File: src/rtl/ps2_pkg.sv
// Shared PS/2 constants and types for the scan decoder and the keyboard interpreter.
// Holds prefix bytes, device-reply codes, interpreter key codes and the frame FSM state enum.
package ps2_pkg;

    localparam logic [7:0] PS2_PREFIX_EXT   = 8'hE0;
    localparam logic [7:0] PS2_PREFIX_BREAK = 8'hF0;

    localparam int         PS2_NUM_REPLIES = 6;
    localparam logic [7:0] PS2_REPLY_CODES [PS2_NUM_REPLIES] =
        '{8'hAA, 8'hFA, 8'hEE, 8'hFE, 8'h00, 8'hFF};

    localparam logic [7:0] KEY_ENTER = 8'h5A;
    localparam logic [7:0] KEY_RIGHT = 8'h74;
    localparam logic [7:0] KEY_LEFT  = 8'h6B;
    localparam logic [7:0] KEY_UP    = 8'h75;
    localparam logic [7:0] KEY_DOWN  = 8'h72;

    typedef enum logic [1:0] {
        RX_IDLE   = 2'd0,
        RX_DATA   = 2'd1,
        RX_PARITY = 2'd2,
        RX_STOP   = 2'd3
    } rx_state_t;

    // Self-test results, acks and resend requests are not key events.
    function automatic logic is_device_reply(input logic [7:0] code);
        logic hit;
        hit = 1'b0;
        for (int i = 0; i < PS2_NUM_REPLIES; i++) begin
            if (code == PS2_REPLY_CODES[i]) begin
                hit = 1'b1;
            end
        end
        return hit;
    endfunction

endpackage

File: src/rtl/ps2_frame_rx.sv
// PS/2 frame receiver: pin synchronisers, clock glitch filter, 11-bit frame FSM and
// inter-edge timeout. Emits one byte_ready pulse per good frame or one frame_error pulse.
module ps2_frame_rx
    import ps2_pkg::*;
#(
    parameter int FILTER_LEN     = 8,
    parameter int TIMEOUT_CYCLES = 5000
) (
    input  logic       i_clk,
    input  logic       i_reset,
    input  logic       i_ps2_clk,
    input  logic       i_ps2_data,
    output logic       o_byte_ready,
    output logic [7:0] o_byte,
    output logic       o_frame_error,
    output rx_state_t  o_state
);

    localparam int FW = $clog2(FILTER_LEN + 1);
    localparam int TW = $clog2(TIMEOUT_CYCLES + 1);
    localparam logic [FW-1:0] FILT_LAST = FW'(FILTER_LEN - 1);
    localparam logic [TW-1:0] TO_LAST   = TW'(TIMEOUT_CYCLES - 1);

    logic [1:0]    r_clk_sync;
    logic [1:0]    r_data_sync;
    logic [FW-1:0] r_filt_cnt;
    logic          r_clk_filt;
    logic          r_fe;

    rx_state_t     r_state;
    rx_state_t     w_state_nxt;
    logic [2:0]    r_bit_cnt;
    logic [7:0]    r_shift;
    logic          r_parity;
    logic [TW-1:0] r_timer;
    logic          r_byte_ready;
    logic          r_frame_error;

    logic          w_data;
    logic          w_timeout;
    logic          w_ready_nxt;
    logic          w_err_nxt;

    assign w_data = r_data_sync[1];

    // The filtered clock rests high (bus idle) so reset never manufactures a falling edge.
    always_ff @(posedge i_clk) begin
        if (i_reset) begin
            r_clk_sync  <= 2'b00;
            r_data_sync <= 2'b00;
            r_filt_cnt  <= '0;
            r_clk_filt  <= 1'b1;
            r_fe        <= 1'b0;
        end else begin
            r_clk_sync  <= {r_clk_sync[0], i_ps2_clk};
            r_data_sync <= {r_data_sync[0], i_ps2_data};
            r_fe        <= 1'b0;
            if (r_clk_sync[1] == r_clk_filt) begin
                r_filt_cnt <= '0;
            end else if (r_filt_cnt == FILT_LAST) begin
                r_clk_filt <= r_clk_sync[1];
                r_filt_cnt <= '0;
                r_fe       <= ~r_clk_sync[1];
            end else begin
                r_filt_cnt <= r_filt_cnt + 1'b1;
            end
        end
    end

    assign w_timeout = (r_state != RX_IDLE) && !r_fe && (r_timer == TO_LAST);

    always_comb begin
        w_state_nxt = r_state;
        w_ready_nxt = 1'b0;
        w_err_nxt   = 1'b0;
        case (r_state)
            RX_IDLE: begin
                if (r_fe && !w_data) begin
                    w_state_nxt = RX_DATA;
                end
            end
            RX_DATA: begin
                if (r_fe && (r_bit_cnt == 3'd7)) begin
                    w_state_nxt = RX_PARITY;
                end
            end
            RX_PARITY: begin
                if (r_fe) begin
                    w_state_nxt = RX_STOP;
                end
            end
            RX_STOP: begin
                if (r_fe) begin
                    w_state_nxt = RX_IDLE;
                    if (w_data && ((^r_shift) ^ r_parity)) begin
                        w_ready_nxt = 1'b1;
                    end else begin
                        w_err_nxt = 1'b1;
                    end
                end
            end
            default: w_state_nxt = RX_IDLE;
        endcase
        if (w_timeout) begin
            w_state_nxt = RX_IDLE;
            w_err_nxt   = 1'b1;
        end
    end

    always_ff @(posedge i_clk) begin
        if (i_reset) begin
            r_state       <= RX_IDLE;
            r_bit_cnt     <= 3'd0;
            r_shift       <= 8'h00;
            r_parity      <= 1'b0;
            r_timer       <= '0;
            r_byte_ready  <= 1'b0;
            r_frame_error <= 1'b0;
        end else begin
            r_state       <= w_state_nxt;
            r_byte_ready  <= w_ready_nxt;
            r_frame_error <= w_err_nxt;
            if (r_state == RX_IDLE || r_fe) begin
                r_timer <= '0;
            end else begin
                r_timer <= r_timer + 1'b1;
            end
            // Data arrives LSB first, so shift in from the top.
            if (r_fe) begin
                case (r_state)
                    RX_IDLE:   r_bit_cnt <= 3'd0;
                    RX_DATA: begin
                        r_shift   <= {w_data, r_shift[7:1]};
                        r_bit_cnt <= r_bit_cnt + 3'd1;
                    end
                    RX_PARITY: r_parity <= w_data;
                    default:   r_bit_cnt <= 3'd0;
                endcase
            end
        end
    end

    assign o_byte_ready  = r_byte_ready;
    assign o_byte        = r_shift;
    assign o_frame_error = r_frame_error;
    assign o_state       = r_state;

endmodule

File: src/rtl/ps2_scan_decoder.sv
// PS/2 scan decoder: receives frames and folds E0/F0 prefixes into one key event per code.
// Device replies are swallowed; any frame error drops pending prefixes.
module ps2_scan_decoder
    import ps2_pkg::*;
#(
    parameter int FILTER_LEN     = 8,
    parameter int TIMEOUT_CYCLES = 5000
) (
    input  logic       clk,
    input  logic       reset,
    input  logic       ps2_clk,
    input  logic       ps2_data,
    output logic       valid,
    output logic       makeBreak,
    output logic [7:0] outCode,
    output logic       extended,
    output logic       frame_error,
    output logic [1:0] dbg_state
);

    logic       w_byte_ready;
    logic [7:0] w_byte;
    logic       w_frame_error;
    rx_state_t  w_rx_state;

    logic       r_ext_flag;
    logic       r_brk_flag;
    logic       r_valid;
    logic       r_make_break;
    logic [7:0] r_out_code;
    logic       r_extended;

    ps2_frame_rx #(
        .FILTER_LEN    (FILTER_LEN),
        .TIMEOUT_CYCLES(TIMEOUT_CYCLES)
    ) u_rx (
        .i_clk        (clk),
        .i_reset      (reset),
        .i_ps2_clk    (ps2_clk),
        .i_ps2_data   (ps2_data),
        .o_byte_ready (w_byte_ready),
        .o_byte       (w_byte),
        .o_frame_error(w_frame_error),
        .o_state      (w_rx_state)
    );

    // Output contract: valid is a one-cycle pulse with no ready/backpressure; outCode,
    // makeBreak and extended are updated in that cycle and held until the next valid.
    always_ff @(posedge clk) begin
        if (reset) begin
            r_ext_flag   <= 1'b0;
            r_brk_flag   <= 1'b0;
            r_valid      <= 1'b0;
            r_make_break <= 1'b0;
            r_out_code   <= 8'h00;
            r_extended   <= 1'b0;
        end else begin
            r_valid <= 1'b0;
            if (w_frame_error) begin
                r_ext_flag <= 1'b0;
                r_brk_flag <= 1'b0;
            end else if (w_byte_ready) begin
                if (w_byte == PS2_PREFIX_EXT) begin
                    r_ext_flag <= 1'b1;
                end else if (w_byte == PS2_PREFIX_BREAK) begin
                    r_brk_flag <= 1'b1;
                end else if (is_device_reply(w_byte)) begin
                    r_ext_flag <= 1'b0;
                    r_brk_flag <= 1'b0;
                end else begin
                    r_valid      <= 1'b1;
                    r_out_code   <= w_byte;
                    r_make_break <= ~r_brk_flag;
                    r_extended   <= r_ext_flag;
                    r_ext_flag   <= 1'b0;
                    r_brk_flag   <= 1'b0;
                end
            end
        end
    end

    assign valid       = r_valid;
    assign makeBreak   = r_make_break;
    assign outCode     = r_out_code;
    assign extended    = r_extended;
    assign frame_error = w_frame_error;
    assign dbg_state   = w_rx_state;

endmodule

File: config.mk
export PLATFORM = sky130hd
export DESIGN_NAME = ps2_scan_decoder
export DESIGN_NICKNAME = d
export VERILOG_FILES = /design/src/rtl/ps2_pkg.sv /design/src/rtl/ps2_frame_rx.sv /design/src/rtl/ps2_scan_decoder.sv
export SDC_FILE = /design/constraint.sdc
export NUM_CORES = 1
export LEC_CHECK = 0
export CAP_MARGIN = 20
export CORE_MARGIN = 3
export CORE_UTILIZATION = 60
export DETAILED_ROUTE_END_ITERATION = 8
export HOLD_SLACK_MARGIN = 0.06
export PLACE_DENSITY = 0.81
export REMOVE_ABC_BUFFERS = 1
export SLEW_MARGIN = 30
export SYNTH_ARGS = -nofsm -noshare
export SYNTH_HDL_FRONTEND = slang
export SYNTH_SLANG_ARGS = --single-unit
export TNS_END_PERCENT = 100
File: constraint.sdc
create_clock -name clk -period 3.1 [get_ports clk]
set_input_delay 0.93 -clock clk [delete_from_list [all_inputs] [get_ports clk]]
set_output_delay 0.93 -clock clk [all_outputs]
set_load 0.01 [all_outputs]
After elaboration in Yosys (flattened, before gate mapping)
Cells that the tools add are included.
{"block": "word_totals", "regBits": 52, "in_bits": 4, "out_inout_bits": 14, "elab_cells": 106}
{"block": "classes", "n_addsub": 3, "eq_ne": 19, "reduce_logical": 27, "n_mux": 26, "bitwise_logic": 13}
{"operator": "$eq A8 B8 Y1 const B", "count": 7}
{"operator": "$mux W1", "count": 20}
{"operator": "$add A13 B1 Y13 const B", "count": 1}
{"operator": "$eq A13 B13 Y1 const B", "count": 1}
{"operator": "$not A1 Y1", "count": 12}
{"operator": "$reduce_and A2 Y1", "count": 6}
{"operator": "$reduce_or A3 Y1", "count": 3}
{"operator": "$logic_not A8 Y1", "count": 1}
{"operator": "$mux W2", "count": 4}
{"operator": "$ne A2 B1 Y1 const B", "count": 4}
{"operator": "$pmux W2 S4", "count": 1}
{"operator": "$reduce_xor A8 Y1", "count": 1}
{"operator": "$pmux W3 S2", "count": 1}
{"operator": "$reduce_or A2 Y1", "count": 3}
{"operator": "$logic_and A1 B1 Y1", "count": 5}
{"operator": "$reduce_and A5 Y1", "count": 1}
{"operator": "$reduce_or A5 Y1", "count": 1}
{"operator": "$add A4 B1 Y4 const B", "count": 1}
{"operator": "$eq A2 B2 Y1 const B", "count": 2}
{"operator": "$eq A4 B3 Y1 const B", "count": 1}
{"operator": "$reduce_and A4 Y1", "count": 1}
{"operator": "$add A3 B1 Y3 const B", "count": 1}
{"operator": "$eq A3 B3 Y1 const B", "count": 1}
{"operator": "$eq A2 B1 Y1 const B", "count": 1}
{"operator": "other kinds (7)", "count": 8}

Logic depth before layout (Yosys ltp)
Gate-level depths: netlist of run 1.
{"block": "depth", "depth_word": 14, "ltp_mapped": 7}

Cells and area by module
Synthesis of run 1 repeated with hierarchy kept, for this count alone.
{"block": "unflattened", "hier_cells": 254, "area_unflattened_um2": 2371.0}
{"module": "ps2_frame_rx", "area_each_um2": 1716.6, "cells_each": 186, "seq_area_each_um2": 780.7, "n_inst": 1}
{"module": "ps2_scan_decoder", "area_each_um2": 654.4, "cells_each": 68, "seq_area_each_um2": 260.2, "n_inst": 1}

Worst setup path after synthesis of run 1
No wires, ideal clock.
{"block": "synth_path", "kind": "input to register", "startpoint": "in reset", "endpoint": "reg u_rx.r_shift[1] (netlist: u_rx.o_byte[1])", "slack_ns": 1.404, "arrival_time_ns": 1.563, "stages": 4, "t_required_ns": 2.968, "path_buffers": 3, "cell_sequence": "buf_2 > buf_2 > clkbuf_1 > a21oi_1"}
{"element": "start: declaration", "line": "ps2_scan_decoder.sv:10", "text": "input logic reset,"}
{"element": "end signal: assignment", "line": "ps2_frame_rx.sv:133", "text": "r_shift <= {w_data, r_shift[7:1]};"}
{"element": "end: declaration", "line": "ps2_frame_rx.sv:33", "text": "logic [7:0] r_shift;"}
No word-level cell between the ends.

Final worst setup path of run 1
{"block": "layout_path", "startpoint": "reg u_rx.r_state[0] (netlist: u_rx.o_state[0])", "endpoint": "out dbg_state[0]"}
{"element": "start: declaration", "line": "ps2_frame_rx.sv:30", "text": "rx_state_t r_state;"}
{"element": "start signal: assignment", "line": "ps2_frame_rx.sv:120", "text": "r_state <= w_state_nxt;"}
{"element": "end: declaration", "line": "ps2_scan_decoder.sv:18", "text": "output logic [1:0] dbg_state"}
No word-level cell between the ends.

==> impl_metrics.json, run 1 <==
{
  "outcome": "finished clean",
  "grt_max_degree": 29,
  "cts_num_sinks": 52,
  "slowest_delay_ns": 0.57,
  "fin_nets": 310,
  "antennaDiodeCount": 0,
  "antenna_left": 0,
  "path_class": "reg -> out",
  "clk_path_buf_depth": 2,
  "io_buffers": 17,
  "dr.pass1.iters": 4,
  "clk_pin_slew_ns": 0.09,
  "yosys_warnings": 0,
  "drt-initial-drc-count": 132,
  "grt.overflow.total": 0,
  "whs_ns": 0.443,
  "core_um2": 3800,
  "power_density_nw_per_um2": 397,
  "drive_gt1_share_pct": 5.57,
  "setup_viol": 0,
  "rsz0062_at_grt": "false",
  "root_buffer": "clkbuf_8",
  "fp-row-count": 22,
  "fp.dieW_um": 70.0,
  "finalHoldViolations": 0,
  "insertion_delay_ns": 0.30,
  "skew_ns": 0.00566,
  "fin_crit_sh_pct": 71.8,
  "grt.total_usage_pct": 17.6,
  "synth_seq_area_share_pct": 42.3,
  "avgSynthCellArea_um2": 9.12,
  "fillCellCount": 286,
  "clock.fmax_ghz": 0.449,
  "initial_core_util_pct": 64.8,
  "drv_cap": 0,
  "finalSetupTns_ns": 0,
  "vdd_drop_max_mv": 0.371,
  "hpwlAfterDp_mm": 2.94,
  "cp_top_family": "buffers and inverters",
  "numCtsBuffers": 5,
  "cp-end-kind": "output port",
  "path_cells": "clkdlybuf4s50_1",
  "htreeDepth": 2,
  "max_slew_margin_pct": 61.9,
  "die_h_um": 70.0,
  "grt_pass1_wl_mm": 7.09,
  "cts_tree": "yes",
  "ios": 18,
  "postCtsSetupBuffers": 0,
  "viasPerCell": 5.39,
  "dpl_worst_slack_ns": 0.906,
  "tightest_slew_ns": 0.570,
  "wl_mm": 4.09,
  "wl_per_cell_um": 12.2,
  "critPathMaxFanout": 4,
  "ys_types": 36,
  "mostFrequentLayoutCells": "dfxtp_1, nand2_1, nand3_1",
  "startpoint_type": "register",
  "drv_slew": 0,
  "hold_buffers": 0,
  "fp.dieArea_um2": 4910,
  "power_w": 0.00109,
  "netlist_area_um2": 2460,
  "crit_required_ns": 2.17,
  "period_needed_ns": 2.23,
  "post_cts_resized": 0,
  "syn_to_final_growth_pct": 11.8,
  "grt_antenna_before_repair": 0,
  "drc_errors": 0,
  "via_count": 1806,
  "place_congestion": 0.777,
  "p_leak_nw": 0.996,
  "critPathBufInv": 1,
  "grt_pass1_vias": 1655,
  "arrival_ns": 1.30,
  "worst_slack_ns": 0.874,
  "slowest_stage": "clkdlybuf4s50_1",
  "syn-instance-count": 270,
  "final_common_cell": "dfxtp_1",
  "yosys_register_bits": 52,
  "holdCritPathClass": "reg -> reg"
}
## registers in the layout, summed over array words and instances (netlist names), 2 cells and up
| name | flops |
|---|---|
| u_rx.r_filt_cnt | 4 |
| u_rx.r_clk_sync | 2 |
| u_rx.o_state | 2 |
| u_rx.r_bit_cnt | 3 |
| u_rx.r_data_sync | 2 |
| u_rx.o_byte | 8 |
| u_rx.r_timer | 13 |
| outCode | 8 |
## final timing paths
| check | from | to | slack (ns) | cells after the start |
|---|---|---|---|---|
| max reg2reg | u_rx.o_byte[4]$_SDFFE_PP0P_ | makeBreak$_SDFFE_PP0P_ | 1.16 | 7 |
| min | u_rx.r_clk_sync[0]$_SDFF_PP0_ | u_rx.r_clk_sync[1]$_SDFF_PP0_ | 0.44 | 1 |
| min reg2reg | u_rx.r_clk_sync[0]$_SDFF_PP0_ | u_rx.r_clk_sync[1]$_SDFF_PP0_ | 0.44 | 1 |
| max | u_rx.o_state[0]$_SDFFE_PP0P_ | dbg_state[0] | 0.87 | 1 |
## final cells by class
cell class / count / area, um2 / area share, %
well taps: 48 / 60.1 / 2.18
clock inverters: 2 / 10.0 / 0.364
multi-input cells: 195 / 1320 / 48.0
flip-flops and latches: 52 / 1040 / 37.8
clock buffers: 6 / 82.6 / 3.00
repair buffers: 20 / 193 / 7.00
inverters: 12 / 45.0 / 1.64
## worst register-to-register path, stage by stage, from the launching register on
cell and delay (ns):
dfxtp_1 0.42, inv_1 0.09, ha_1 0.27, o21ai_0 0.18, a21oi_1 0.10, a211oi_2 0.19, buf_4 0.24, mux2_2 0.35
## metrics by stage
stage,std cells,cell area (um2),util [%]
5_1_grt,335,2750,72.4
3_3_place_gp,327,2660,70.0
2_1_floorplan,259,2410,-
4_1_cts,335,2750,72.4
6_report,335,2750,72.4
3_5_place_dp,327,2660,70.0
## routing by layer
metal	GRT usage (%)	routed length, um
met3	4.46	138
met2	27.8	1910
met4	8.09	48
met1	22.6	1990
met5	0	0
## synthesized netlist by cell type
cell | instances | share of area (%)
and3_1 | 5 | 1.3
mux2i_1 | 10 | 4.1
nand2b_1 | 20 | 5.1
and4b_1 | 1 | 0.41
and4_1 | 1 | 0.36
o21ai_0 | 3 | 0.61
clkbuf_1 | 5 | 0.76
o211ai_2 | 1 | 0.51
ha_1 | 20 | 10
a21o_1 | 1 | 0.31
xnor3_1 | 1 | 0.92
nor4_1 | 1 | 0.25
nor2b_1 | 6 | 1.5
nor4b_1 | 2 | 0.71
nand4_1 | 7 | 1.8
xnor2_1 | 7 | 2.5
a32oi_1 | 2 | 0.71
or3_1 | 2 | 0.51
buf_6 | 1 | 0.46
a211oi_2 | 1 | 0.51
nand2_1 | 24 | 3.7
nor3_2 | 1 | 0.41
a21oi_1 | 16 | 3.3
buf_2 | 5 | 1.0
inv_1 | 12 | 1.8
mux2_2 | 1 | 0.46
a31o_2 | 1 | 0.36
xor2_1 | 8 | 2.8
nand3b_1 | 3 | 0.92
dfxtp_1 | 52 | 42
a221oi_1 | 1 | 0.36
a211o_1 | 1 | 0.36
nand3_1 | 21 | 4.3
nor3_1 | 6 | 1.2
and2b_1 | 1 | 0.31
nor2_1 | 20 | 3.1
## logic make-up after synthesis
family / Yosys count / share of synthesized area, %
mux: 11 / 4.52
compound gates: 27 / 6.97
fa+ha+maj: 20 / 10.2
xor+xnor: 16 / 6.25
simple gates: 121 / 25.7
flops: 52 / 42.3
buf+inv: 23 / 4.07
## power by group
part	switching, W	total [W]	leakage [nW]	internal [W]
sequential	0.00000395	0.000677	0.420	0.000673
combinational	0.0000128	0.0000268	0.525	0.0000140
clock	0.000211	0.000389	0.0510	0.000178
No activity file was read; power rests on OpenSTA's default activity.
==> run 2, diff against run 1 <==
CORE_UTILIZATION = 58   (was 60)
PLACE_DENSITY = 0.79   (was 0.81)
clock period = 2.3 ns   (was 3.1 ns; I/O delays follow)
==> run 2 against run 1 <==
Total power increased by 36%. Via count increased by 1.7%. Register-to-register slack got worse by 0.70 ns.
==> impl_metrics.json, run 2 (same netlist as run 1, synthesis figures left out) <==
{
  "fp.dieW_um": 71.1,
  "ios": 18,
  "grt_max_degree": 26,
  "combPwrFrac_pct": 2.5,
  "power_density_nw_per_um2": 538,
  "routed-wl-met3_um": 179,
  "p_leak_nw": 1.00,
  "m1WireLength_mm": 2.06,
  "largest_reg_flops": 13,
  "die_h_um": 71.1,
  "insertion_delay_ns": 0.30,
  "path_cells": "clkdlybuf4s50_1",
  "postCtsSetupBuffers": 0,
  "antenna_left": 0,
  "cp-end-kind": "output port",
  "numCtsBuffers": 5,
  "outcome": "finished clean",
  "grt_antenna_before_repair": 0,
  "tightest_slew_ns": 0.586,
  "core_um2": 4060,
  "syn_to_final_growth_pct": 12.4,
  "hold_path.startpoint": "u_rx.r_timer[0]$_SDFF_PP0_",
  "critPathMaxFanout": 4,
  "max_slew_margin_pct": 60.9,
  "fin_crit_sh_pct": 85.3,
  "cp_top_family": "buffers and inverters",
  "sequentialPowerShare_pct": 61.4,
  "antennaDiodeCount": 0,
  "rsz0062_at_grt": "false",
  "post_cts_resized": 0,
  "top_register": "u_rx.r_timer",
  "fp.dieArea_um2": 5060,
  "cts_num_sinks": 52,
  "worstSetupStartpoint": "u_rx.o_state[0]$_SDFFE_PP0P_",
  "path_class": "reg -> out",
  "fp-row-count": 23,
  "initial_core_util_pct": 60.7,
  "grt.total_usage_pct": 18.1,
  "io_buffers": 17,
  "vdd_drop_max_mv": 0.393,
  "drt-initial-drc-count": 72,
  "power_switching_w": 0.000293,
  "critPathBufInv": 1,
  "arrival_ns": 1.27,
  "crit_required_ns": 1.61,
  "wl_mm": 4.29,
  "grt_pass1_wl_mm": 7.34,
  "finalSetupTns_ns": 0,
  "slowest_stage": "clkdlybuf4s50_1",
  "final_common_cell": "dfxtp_1",
  "wl_per_cell_um": 12.7,
  "maxUsedRoutingLayer": "met4",
  "skew_ns": 0.00461,
  "setup_viol": 0,
  "clk_path_buf_depth": 2,
  "viasPerCell": 5.45,
  "root_buffer": "clkbuf_8",
  "grt_pass1_vias": 1688,
  "period_needed_ns": 1.96,
  "place_congestion": 0.849,
  "drive_gt1_share_pct": 5.57,
  "cts_tree": "yes",
  "clock.fmax_ghz": 0.510,
  "startpoint_type": "register",
  "htreeDepth": 2,
  "drv_slew": 0,
  "mostFrequentLayoutCells": "dfxtp_1, nand2_1, nand3_1",
  "finalHoldViolations": 0,
  "holdCritPathClass": "reg -> reg",
  "clkPwrFrac_pct": 36.2,
  "drv_cap": 0,
  "drc_errors": 0,
  "dr.pass1.iters": 4,
  "route.met2.wl_mm": 2.02,
  "clk_pin_slew_ns": 0.08,
  "hpwlAfterDp_mm": 3.09,
  "sw_frac_of_total_pct": 19.7,
  "hold_buffers": 0,
  "slowest_delay_ns": 0.57,
  "fin_nets": 311,
  "r2r_start": "u_rx.o_byte[4]$_SDFFE_PP0P_",
  "grt.overflow.total": 0,
  "postLayoutCoreUtil_pct": 68.1,
  "p_int_w": 0.00119,
  "via_count": 1837
}
-- run 2: cell count changes in the layout (fill, tap and decap cells not counted), sizes merged --
cell	before	now
clkbuf	6	7
clkinv	2	0
buf	3	4
-- run 2: worst paths after layout --
path	to	slack, ns	cells past startpoint
worst max register to register	outCode[5]$_SDFFE_PP0P_	0.46	7
worst min-delay path	u_rx.r_timer[0]$_SDFF_PP0_	0.44	1
worst max-delay path	dbg_state[0]	0.34	1
worst min register to register	u_rx.r_timer[0]$_SDFF_PP0_	0.44	1
-- run 2: metrics by stage --
stage / total power, W / cell area, um2 / setup WS (ns) / instances / hold slack [ns]
after global routing: 0.00154 / 2770 / 0.259 / 337 / 0.461
after global placement: 0.000969 / 2670 / 0.385 / 330 / 0.418
after floorplan: 0.000949 / 2410 / 0.171 / 259 / 0.413
after detailed placement: 0.000971 / 2670 / 0.336 / 330 / 0.429
after CTS: 0.00150 / 2770 / 0.327 / 337 / 0.446
final: 0.00149 / 2770 / 0.338 / 337 / 0.443
-- run 2: routing by layer --
layer / vias up / GRT usage (%)
met5: - / 0
met3: 4 / 4.26
met4: 0 / 6.26
met2: 41 / 29.8
li1: 953 / -
met1: 839 / 23.1
-- run 2: power by group through the flow --
stage	clock [W]	combinational [W]	sequential [W]
floorplan	0	0.0000169	0.000932
global route	0.000580	0.0000418	0.000913
detailed placement	0	0.0000371	0.000934
global placement	0	0.0000357	0.000933
CTS	0.000555	0.0000375	0.000913
finish	0.000538	0.0000368	0.000912
-- run 2: worst register-to-register path, delay by kind of cell, from the launching register on --
family	cells	cell delay (ns)
adders and majority gates	1	0.28
buffers and inverters	2	0.35
muxes	1	0.20
AOI/OAI and AO/OA	3	0.56
DFF	1	0.40
-- run 2: cell type report --
cell class	instances	area [um2]
Multi-Input combinational cell	195	1320
Fill cell	333	1290
Sequential cell	52	1040
Inverter	12	45.0
Tap cell	50	62.6
Timing Repair Buffer	21	200
Clock buffer	7	96.3
